===== src/rtl/id_exe_reg.sv =====
// ID/EXE pipeline register: captures decoded fields, operands and control bits
// for EXE, with freeze (stall), flush (bubble insert) and a saturating bubble counter.
module id_exe_reg #(
  parameter int BUBBLE_CNT_W = 16
) (
  input  logic                    clk,
  input  logic                    rst,
  input  logic                    freeze,
  input  logic                    flush,
  input  logic                    valid_in,
  input  logic [31:0]             PC_in,
  input  logic [31:0]             Val_Rn_in,
  input  logic [31:0]             Val_Rm_in,
  input  logic [11:0]             Shift_operand_in,
  input  logic [23:0]             Signed_imm_24_in,
  input  logic                    imm_in,
  input  logic [3:0]              Dest_in,
  input  logic [3:0]              src1_in,
  input  logic [3:0]              src2_in,
  input  logic [3:0]              EXE_CMD_in,
  input  logic                    MEM_R_EN_in,
  input  logic                    MEM_W_EN_in,
  input  logic                    WB_EN_in,
  input  logic                    B_in,
  input  logic                    S_in,
  input  logic [3:0]              SR_in,
  output logic                    valid_out,
  output logic [31:0]             PC_out,
  output logic [31:0]             Val_Rn_out,
  output logic [31:0]             Val_Rm_out,
  output logic [11:0]             Shift_operand_out,
  output logic [23:0]             Signed_imm_24_out,
  output logic                    imm_out,
  output logic [3:0]              Dest_out,
  output logic [3:0]              src1_out,
  output logic [3:0]              src2_out,
  output logic [3:0]              EXE_CMD_out,
  output logic                    MEM_R_EN_out,
  output logic                    MEM_W_EN_out,
  output logic                    WB_EN_out,
  output logic                    B_out,
  output logic                    S_out,
  output logic [3:0]              SR_out,
  output logic [BUBBLE_CNT_W-1:0] bubble_cnt
);

  typedef struct packed {
    logic [31:0] pc;
    logic [31:0] rn;
    logic [31:0] rm;
    logic [11:0] shop;
    logic [23:0] imm24;
    logic        imm;
    logic [3:0]  dest;
    logic [3:0]  src1;
    logic [3:0]  src2;
    logic [3:0]  cmd;
    logic        mem_r;
    logic        mem_w;
    logic        wb;
    logic        b;
    logic        s;
    logic [3:0]  sr;
    logic        valid;
  } stage_t;

  stage_t                  stage_in_s;
  stage_t                  stage_d;
  stage_t                  stage_q;
  logic [BUBBLE_CNT_W-1:0] cnt_d;
  logic [BUBBLE_CNT_W-1:0] cnt_q;
  logic                    cnt_sat_s;

  assign stage_in_s = '{pc: PC_in, rn: Val_Rn_in, rm: Val_Rm_in, shop: Shift_operand_in,
                        imm24: Signed_imm_24_in, imm: imm_in, dest: Dest_in,
                        src1: src1_in, src2: src2_in, cmd: EXE_CMD_in,
                        mem_r: MEM_R_EN_in, mem_w: MEM_W_EN_in, wb: WB_EN_in,
                        b: B_in, s: S_in, sr: SR_in, valid: valid_in};

  assign cnt_sat_s = (cnt_q == {BUBBLE_CNT_W{1'b1}});

  // Next-state selection: freeze beats flush; a flushed stage is fully zeroed.
  always_comb begin
    stage_d = stage_q;
    cnt_d   = cnt_q;
    if (freeze) begin
      stage_d = stage_q;
      cnt_d   = cnt_q;
    end else if (flush) begin
      stage_d = '0;
      cnt_d   = cnt_sat_s ? cnt_q : cnt_q + BUBBLE_CNT_W'(1);
    end else begin
      stage_d = stage_in_s;
      if (!valid_in && !cnt_sat_s) begin
        cnt_d = cnt_q + BUBBLE_CNT_W'(1);
      end else begin
        cnt_d = cnt_q;
      end
    end
  end

  // Stage and counter flops with synchronous reset.
  always_ff @(posedge clk) begin
    if (rst) begin
      stage_q <= '0;
      cnt_q   <= '0;
    end else begin
      stage_q <= stage_d;
      cnt_q   <= cnt_d;
    end
  end

  assign valid_out         = stage_q.valid;
  assign PC_out            = stage_q.pc;
  assign Val_Rn_out        = stage_q.rn;
  assign Val_Rm_out        = stage_q.rm;
  assign Shift_operand_out = stage_q.shop;
  assign Signed_imm_24_out = stage_q.imm24;
  assign imm_out           = stage_q.imm;
  assign Dest_out          = stage_q.dest;
  assign src1_out          = stage_q.src1;
  assign src2_out          = stage_q.src2;
  assign EXE_CMD_out       = stage_q.cmd;
  assign MEM_R_EN_out      = stage_q.mem_r;
  assign MEM_W_EN_out      = stage_q.mem_w;
  assign WB_EN_out         = stage_q.wb;
  assign B_out             = stage_q.b;
  assign S_out             = stage_q.s;
  assign SR_out            = stage_q.sr;
  assign bubble_cnt        = cnt_q;

endmodule

===== config.mk =====
export PLATFORM = sky130hd
export DESIGN_NAME = id_exe_reg
export DESIGN_NICKNAME = d
export VERILOG_FILES = /design/src/rtl/id_exe_reg.sv
export SDC_FILE = /design/constraint.sdc
export NUM_CORES = 1
export LEC_CHECK = 0
export ABC_AREA = 1
export BUFFER_PORTS_ARGS = -buffer_cell sky130_fd_sc_hd__buf_4
export CAP_MARGIN = 20
export CELL_PAD_IN_SITES_DETAIL_PLACEMENT = 1
export CELL_PAD_IN_SITES_GLOBAL_PLACEMENT = 1
export CORE_ASPECT_RATIO = 0.75
export CORE_MARGIN = 2
export CORE_UTILIZATION = 30
export DETAILED_ROUTE_END_ITERATION = 10
export GPL_TIMING_DRIVEN = 0
export PLACE_DENSITY_LB_ADDON = 0.1
export SLEW_MARGIN = 20
export SYNTH_ARGS = -nofsm -noshare
export SYNTH_HDL_FRONTEND = slang
export SYNTH_SLANG_ARGS = --single-unit

===== constraint.sdc =====
create_clock -name clk -period 2.58 [get_ports clk]
set_clock_uncertainty 0.2 [all_clocks]
set_input_delay 0.516 -clock clk [delete_from_list [all_inputs] [get_ports clk]]
set_output_delay 0.516 -clock clk [all_outputs]
set_load 0.01 [all_outputs]

==> results of run 1 <==
## logic make-up (layout without fill, tap and decap cells)
group,count (synthesis),after routing
AO/OA/AOI/OAI,179,179
XOR/XNOR,7,7
adder cells (fa/ha/maj),1,1
buffers and inverters,69,436
flip-flops,175,175
AND/OR/NAND/NOR,409,409
## Yosys cell counts
| cell | number | area (sq um) |
|---|---|---|
| nand2_1 | 373 | 1400 |
| a21oi_1 | 172 | 861 |
| dfxtp_1 | 175 | 3500 |
| inv_1 | 12 | 45.0 |
| nand3_1 | 5 | 25.0 |
| a211oi_1 | 1 | 7.51 |
| xnor2_1 | 3 | 26.3 |
| buf_6 | 2 | 22.5 |
| inv_2 | 1 | 3.75 |
| o21ai_0 | 5 | 25.0 |
| nand4_1 | 6 | 37.5 |
| buf_2 | 16 | 80.1 |
| o21ai_4 | 1 | 16.3 |
| nor2_2 | 1 | 6.26 |
| ha_1 | 1 | 12.5 |
| nor2_4 | 1 | 11.3 |
| clkbuf_1 | 38 | 143 |
| xor2_1 | 4 | 35.0 |
| nand2_2 | 2 | 12.5 |
| nor2_1 | 21 | 78.8 |
## metal layers
metal  share of wire (%)  vias up
li1                    -     3389
met4                 1.9        0
met3                 9.4       30
met5                   0        -
met2                  46      226
met1                  42     3040
## power by group through the flow
stage / Sequential [mW] / Combinational (mW) / Clock, mW
6_report: 2.85 / 0.710 / 2.52
5_1_grt: 2.86 / 0.780 / 2.69
4_1_cts: 2.85 / 0.722 / 2.59
3_5_place_dp: 2.91 / 0.720 / 0
3_3_place_gp: 2.91 / 0.713 / 0
2_1_floorplan: 2.96 / 0.224 / 0
## metrics by stage
step,utilization (%),hold slack [ns],area [sq um]
final,46.7,0.131,9790
after detailed placement,44.0,0.252,9230
after global placement,44.0,0.244,9230
after floorplan,-,0.281,6350
after CTS,46.7,0.116,9790
after global routing,46.7,0.126,9790
## state kept, by name, indices dropped and copies added (netlist names), 12 cells and up
name	flops
PC_out	32
Val_Rm_out	32
Val_Rn_out	32
Signed_imm_24_out	24
bubble_cnt	16
Shift_operand_out	12
## worst min path at each step
stage	end	slack, ns	startpoint	cells past startpoint
2_1_floorplan	PC_out[12]	0.28	PC_out[12]	2
6_report	Val_Rm_out[28]	0.13	Val_Rm_in[28]	3
3_5_place_dp	valid_out	0.25	valid_out	2
3_3_place_gp	PC_out[12]	0.24	PC_out[12]	2
4_1_cts	Val_Rm_out[28]	0.12	Val_Rm_in[28]	3
5_1_grt	Signed_imm_24_out[14]	0.13	Signed_imm_24_in[14]	3
## layout make-up
cell class	count	area, sq um	area share, %
clock buffers	19	433	4.42
inverters	13	48.8	0.498
repair buffers	335	2510	25.7
well taps	288	360	3.68
multi-input cells	596	2550	26.1
clock inverters	13	129	1.32
flip-flops and latches	175	3500	35.8
plain buffers	56	245	2.51
## worst max-delay path, cell delays in order (launching register included)
cell and delay, ns:
dfxtp_1 0.45, ha_1 0.31, inv_1 0.10, nor2_4 0.20, nand2_2 0.10, o21ai_4 0.28, inv_2 0.14, buf_6 0.18
nand2_1 0.07, a21oi_1 0.06
==> results.md, run 1 <==
* Via Count at 6685
* Internal power at 4.50 mW
* Die ar. at approximately 22000 sq um
* Met2 Resource Use GR at 34.4%
* Vias in the first global route at 6467
* Setup TNS at 0 ns
* Clock Pin Slew Worst Setup and Hold Paths at ~0.07 ns
* Num rows at 46
* Synthesis warning total at 0
* FMAX at 451 MHz
* Worst VDD drop at 0.303 mV
* Nets at 1358
* Die Y at 130 um
* RSZ-0062 raised after global routing: no
* Critical Path Sink Type: flop
* Crit-path max FO at 10
* Combinational power share at between 10% and 20%
* Most frequent cells in the layout: nand2_1 (373), buf_4 (335), dfxtp_1 (175)
* Flops & latches, synth at 175
* H-tree levels at 4
* Post-CTS setup buffer count at 0
* Clock sink total at ~180
* Post-synth cell types at 20
* Drt wl/cell at between 15 and 20 um
* Core area at 21000 sq um
* Max-slew violation count at 0
* Status: completed
* XOR/XNOR share of the synthesized area at 0.965%
* Crit path from: bubble_cnt[0]
* Tcrit/Tclk final at a little under nine tenths
* Remaining Overflow, GRT at 0
* Min cycle time layout at 2.22 ns
* Max cap viols at 0
* Complex-gate fraction of the synthesized area at ~14%
* Total CTS buffers at 17
* Simple-gate portion of the synthesized area at around 25%
* Mapped Avg Cell Area at 7.56 sq um
* Clk pwr share at 41.4%
* Sequential share of power at 46.9%
* Dpl cells at ~1500
* Synth-to-layout area growth at 54.1%
* Setup crit end: bubble_cnt[6]
* RR Startpoint: bubble_cnt[0]
* Mux cell area share after synthesis at 0%
* GRT Total Usage at 21.1%
* Commonest non-fill, non-tap cell in the layout: nand2_1
* Final setup fails at 0
* Layout cell share with drive strength beyond 1 at 32.2%
* Max clock buf depth at 2
* Setup Slack @ Placement at about 0.16 ns
* WS Path Type: flop to flop
* Path depth of the worst reg2reg path at 9
* Mapped Cells at 840
* Die Wd at 172 um
* # DRC at 0
* Met1 Resource Use GR at 25.7%
* Root Buffer: clkbuf_16
* Seq/Total Area, Yosys at 55.2%
* Worst-Skew Late Latency at approximately 0.43 ns
* Largest net degree at the start of global routing at 17
* R2R Setup Slk at 0.36 ns
* DR pass1 iterations at 4
* Port Buffers at 335
* Relative slew slack at 55.5%
* Final Hold Fails at 0
* P_sw at 1.58 mW
* R2r endpoint: bubble_cnt[6]
* Pwr/cell area at 622 nW/um^2
* Synth Area in Adders at 0.197%
* Number of gates resized after CTS at 0
* Antenna Violating Nets Remaining at 0
* Mapped Area at 6350 sq um
* Total Power at between 6 and 7 mW
* Ant. Diodes at 0
* Worst setup margin at 0.361 ns
* Starting density of the core at between 30 and 40%
* Post-Layout Cell Count at 1495
* Total wire length at 24.5 mm
* Grt peak-use layer: met2
* Routability Congestion at 0.768
* Net Count, Synth at 1004
* Startpoint Class: flop
* Largest family of logic cells by synthesized area: simple AND/OR/NAND/NOR gates
* Static leakage at around 4.2 nW
* Met3 Use GR at 8.34%
* Starting DRT DRC Count at 342
* Avg Vias per Cell at 4.47
* Hpwl dp at 18.5 mm
* Fillcell total at 2682
* Post-CTS Hold Buffers at 0
* Hold Path Class: input pin to flop
* Switching share of power at 26.0%
* Req. time, crit path at 2.68 ns
* CP arrival at about 2.3 ns
* Worst Max-Slew Pin Slew at about 0.67 ns
* TritonCTS clock tree: yes
* Initial antenna violation count at 0
* Global-route wire length before repair at between 30 and 40 mm
* I/O Pins at 338
Note: power is estimated with default switching activity, not from simulation.
==> run 2, diff against run 1 <==
--- a/config.mk
+++ b/config.mk
@@ -5,14 +5,13 @@
 export SDC_FILE = /design/constraint.sdc
 export NUM_CORES = 1
 export LEC_CHECK = 0
-export ABC_AREA = 1
 export BUFFER_PORTS_ARGS = -buffer_cell sky130_fd_sc_hd__buf_4
 export CAP_MARGIN = 20
 export CELL_PAD_IN_SITES_DETAIL_PLACEMENT = 1
 export CELL_PAD_IN_SITES_GLOBAL_PLACEMENT = 1
 export CORE_ASPECT_RATIO = 0.75
 export CORE_MARGIN = 2
-export CORE_UTILIZATION = 30
+export CORE_UTILIZATION = 31
 export DETAILED_ROUTE_END_ITERATION = 10
 export GPL_TIMING_DRIVEN = 0
 export PLACE_DENSITY_LB_ADDON = 0.1
==> run 2 against run 1 <==
Against the previous run:
- highest routed layer unchanged
- setup slack got worse by 0.079 ns
- count of clock-buffer cells in the layout decreased by 1
- power decreased by 0.33%
- largest cell class unchanged
- die area decreased by 7.6%
- critical path depth decreased by 2
==> results.md, run 2 <==
* H-tree levels at 4 (unchanged)
* Remaining Overflow, GRT at 0 (unchanged)
* Die Wd at 165 um (was 172 um)
* Worst Max-Slew Pin Slew at 0.772 ns (was 0.668 ns)
* DR pass1 iterations at 4 (unchanged)
* Hpwl dp at 17.2 mm (was 18.5 mm)
* Clock sink total at 175 (unchanged)
* Seq/Total Area, Yosys at 57.9% (was 55.2%)
* Clock Pin Slew Worst Setup and Hold Paths at 0.07 ns (about the same)
* Top_reg_cell synth: dfxtp_1 (unchanged)
* Drt wl/cell at 18.1 um (was 16.4 um)
* Net Count, Synth at 797 (was 1004)
* Total wire length at 22.6 mm (was 24.5 mm)
* Relative slew slack at 48.6% (was 55.5%)
* Synth-to-layout area growth at 56.2% (was 54.1%)
* Tcrit/Tclk final at 89.1% (was 86.0%)
* Final hold slack at 0.116 ns (was 0.131 ns)
* Port Buffers at 336 (was 335)
* Starting DRT DRC Count at 221 (was 342)
* GRT Total Usage at 21.6% (was 21.1%)
* Num rows at 44 (was 46)
* Flops & latches, synth at 175 (unchanged)
* Routability Congestion at 0.784 (was 0.768)
* Top-count cell post-synth: dfxtp_1 (was nand2_1)
* Pwr/cell area at 642 nW/um^2 (was 622 nW/um^2)
* Commonest non-fill, non-tap cell in the layout: buf_4 (was nand2_1)
* Avg Vias per Cell at 4.89 (was 4.47)
* Worst-Skew Late Latency at 0.43 ns (about the same)
* Post-CTS Hold Buffers at 0 (unchanged)
* Starting density of the core at 31.4% (was 30.3%)
* RSZ-0062 raised after global routing: no (unchanged)
* Root Buffer: clkbuf_16 (unchanged)
* Final setup fails at 0 (unchanged)
* Asr flop ratio synth at 0% (unchanged)
* Final Hold Fails at 0 (unchanged)
* Synth top area share at 57.9% (was 55.2%)
* Req. time, crit path at 2.73 ns (was 2.68 ns)
* Most frequent cells in the layout: buf_4 (336), dfxtp_1 (175), nor2_1 (171) (was nand2_1 (373), buf_4 (335), dfxtp_1 (175))
* Worst VDD drop at 0.309 mV (was 0.303 mV)
* Status: completed (unchanged)
* Total CTS buffers at 17 (unchanged)
* Global-route wire length before repair at 34.6 mm (was 36.1 mm)
* FMAX at 435 MHz (was 451 MHz)
* Die Y at 125 um (was 130 um)
* Layout cell share with drive strength beyond 1 at 37.8% (was 32.2%)
* Vias in the first global route at 6303 (was 6467)
* Min cycle time layout at 2.30 ns (was 2.22 ns)
* Largest cells by area after synthesis: dfxtp_1 (58%), a22oi_1 (19%), nor2_1 (11%) (was dfxtp_1 (55%), nand2_1 (22%), a21oi_1 (14%))
* Ant. Diodes at 0 (unchanged)
* Antenna Violating Nets Remaining at 0 (unchanged)
* Max clock buf depth at 2 (unchanged)
* Post-synth cell types at 35 (was 20)
* Via Count at 6125 (was 6685)
* CP arrival at 2.45 ns (was 2.32 ns)
* Max-slew violation count at 0 (unchanged)
* Startpoint Class: input pin (was flop)
* Core area at 19300 sq um (was 21000 sq um)
* Post-CTS setup buffer count at 0 (unchanged)
* Synth cell count leaders: dfxtp_1 (175), nor2_1 (171), a22oi_1 (157) (was nand2_1 (373), dfxtp_1 (175), a21oi_1 (172))
* Hold Path Class: input pin to flop (unchanged)
* Critical Path Sink Type: flop (unchanged)
* WS Path Type: input pin to flop (was flop to flop)
* Mapped Area at 6050 sq um (was 6350 sq um)
* Top cell type by total area after synthesis: dfxtp_1 (unchanged)
* Total Power at 6.06 mW (was 6.08 mW)
* Number of synthesized flops with an enable pin at 0 (unchanged)
* Static leakage at 4.15 nW (was 4.20 nW)
* Crit-path max FO at 10 (unchanged)
* Mapped Avg Cell Area at 9.56 sq um (was 7.56 sq um)
* Die ar. at 20700 sq um (was 22400 sq um)
* Largest net degree at the start of global routing at 17 (unchanged)
* I/O Pins at 338 (unchanged)
* # DRC at 0 (unchanged)
* Number of gates resized after CTS at 0 (unchanged)
* Synthesis warning total at 0 (unchanged)
* Max cap viols at 0 (unchanged)
* Initial antenna violation count at 0 (unchanged)
* Nets at 1152 (was 1358)
* Mapped Cells at 633 (was 840)
* TritonCTS clock tree: yes (unchanged)
run 2: changes by cell type after synthesis, moves of 14 or more:
| cell | previous run | this run |
|---|---|---|
| a21oi_1 | 172 | 8 |
| a22oi_1 | 0 | 157 |
| buf_2 | 16 | 1 |
| clkbuf_1 | 38 | 52 |
| nand2_1 | 373 | 3 |
| nor2_1 | 21 | 171 |
run 2: cells by family after synthesis:
kind of cell	synth area share, %
buffers and inverters	3.68
AO/OA/AOI/OAI	21.7
AND/OR/NAND/NOR	15.2
multiplexers	1.28
adder cells (fa/ha/maj)	0.207
flip-flops	57.9
run 2: report_power, final:
part | internal (mW) | switching, mW | total (mW)
Clock | 1.34 | 1.15 | 2.49
Combinational | 0.372 | 0.345 | 0.717
Sequential | 2.80 | 0.0570 | 2.86
run 2: layout make-up:
type                       instances  area (sq um)
sequential                       175          3500
timing repair buffer             336          2520
fill                            2253          9820
clock inverter                    13           131
inverter                           3          11.3
clock buffer                      18           429
buffer                            56           213
tap                              253           317
multi-input combinational        399          2320
run 2: stage by stage:
step	cells	TNS (ns)	utilization, %	cell area [sq um]	setup WS (ns)
floorplan	633	0	-	6050	0.352
global placement	1222	-37.95	46.1	8890	-0.336
detailed placement	1222	-31.34	46.1	8890	-0.351
CTS	1253	0	49.0	9450	0.152
global route	1253	0	49.1	9450	0.0362
finish	1253	0	49.1	9450	0.281
run 2: path summary, 6_finish.rpt:
kind | endpoint | slack [ns] | from | cells past startpoint
hold / removal | MEM_W_EN_out | 0.12 | MEM_W_EN_in | 3
setup / recovery | Val_Rn_out[15] | 0.28 | freeze | 7
setup reg to reg | bubble_cnt[0] | 0.30 | bubble_cnt[9] | 4
hold reg to reg | PC_out[30] | 0.30 | PC_out[30] | 2
run 2: metal layers:
metal  global-route usage, %  share of wire [%]
met4                    7.56                2.3
met1                    26.8                 43
met2                    34.6                 46
met3                    8.00                8.6
met5                       0                  0
run 2: worst max-delay path, stage by stage:
cell and delay, ns:
buf_4 0.12, clkbuf_1 0.29, nor2_1 0.33, clkbuf_1 0.47, buf_1 0.45, a22oi_1 0.13, nor2_1 0.13
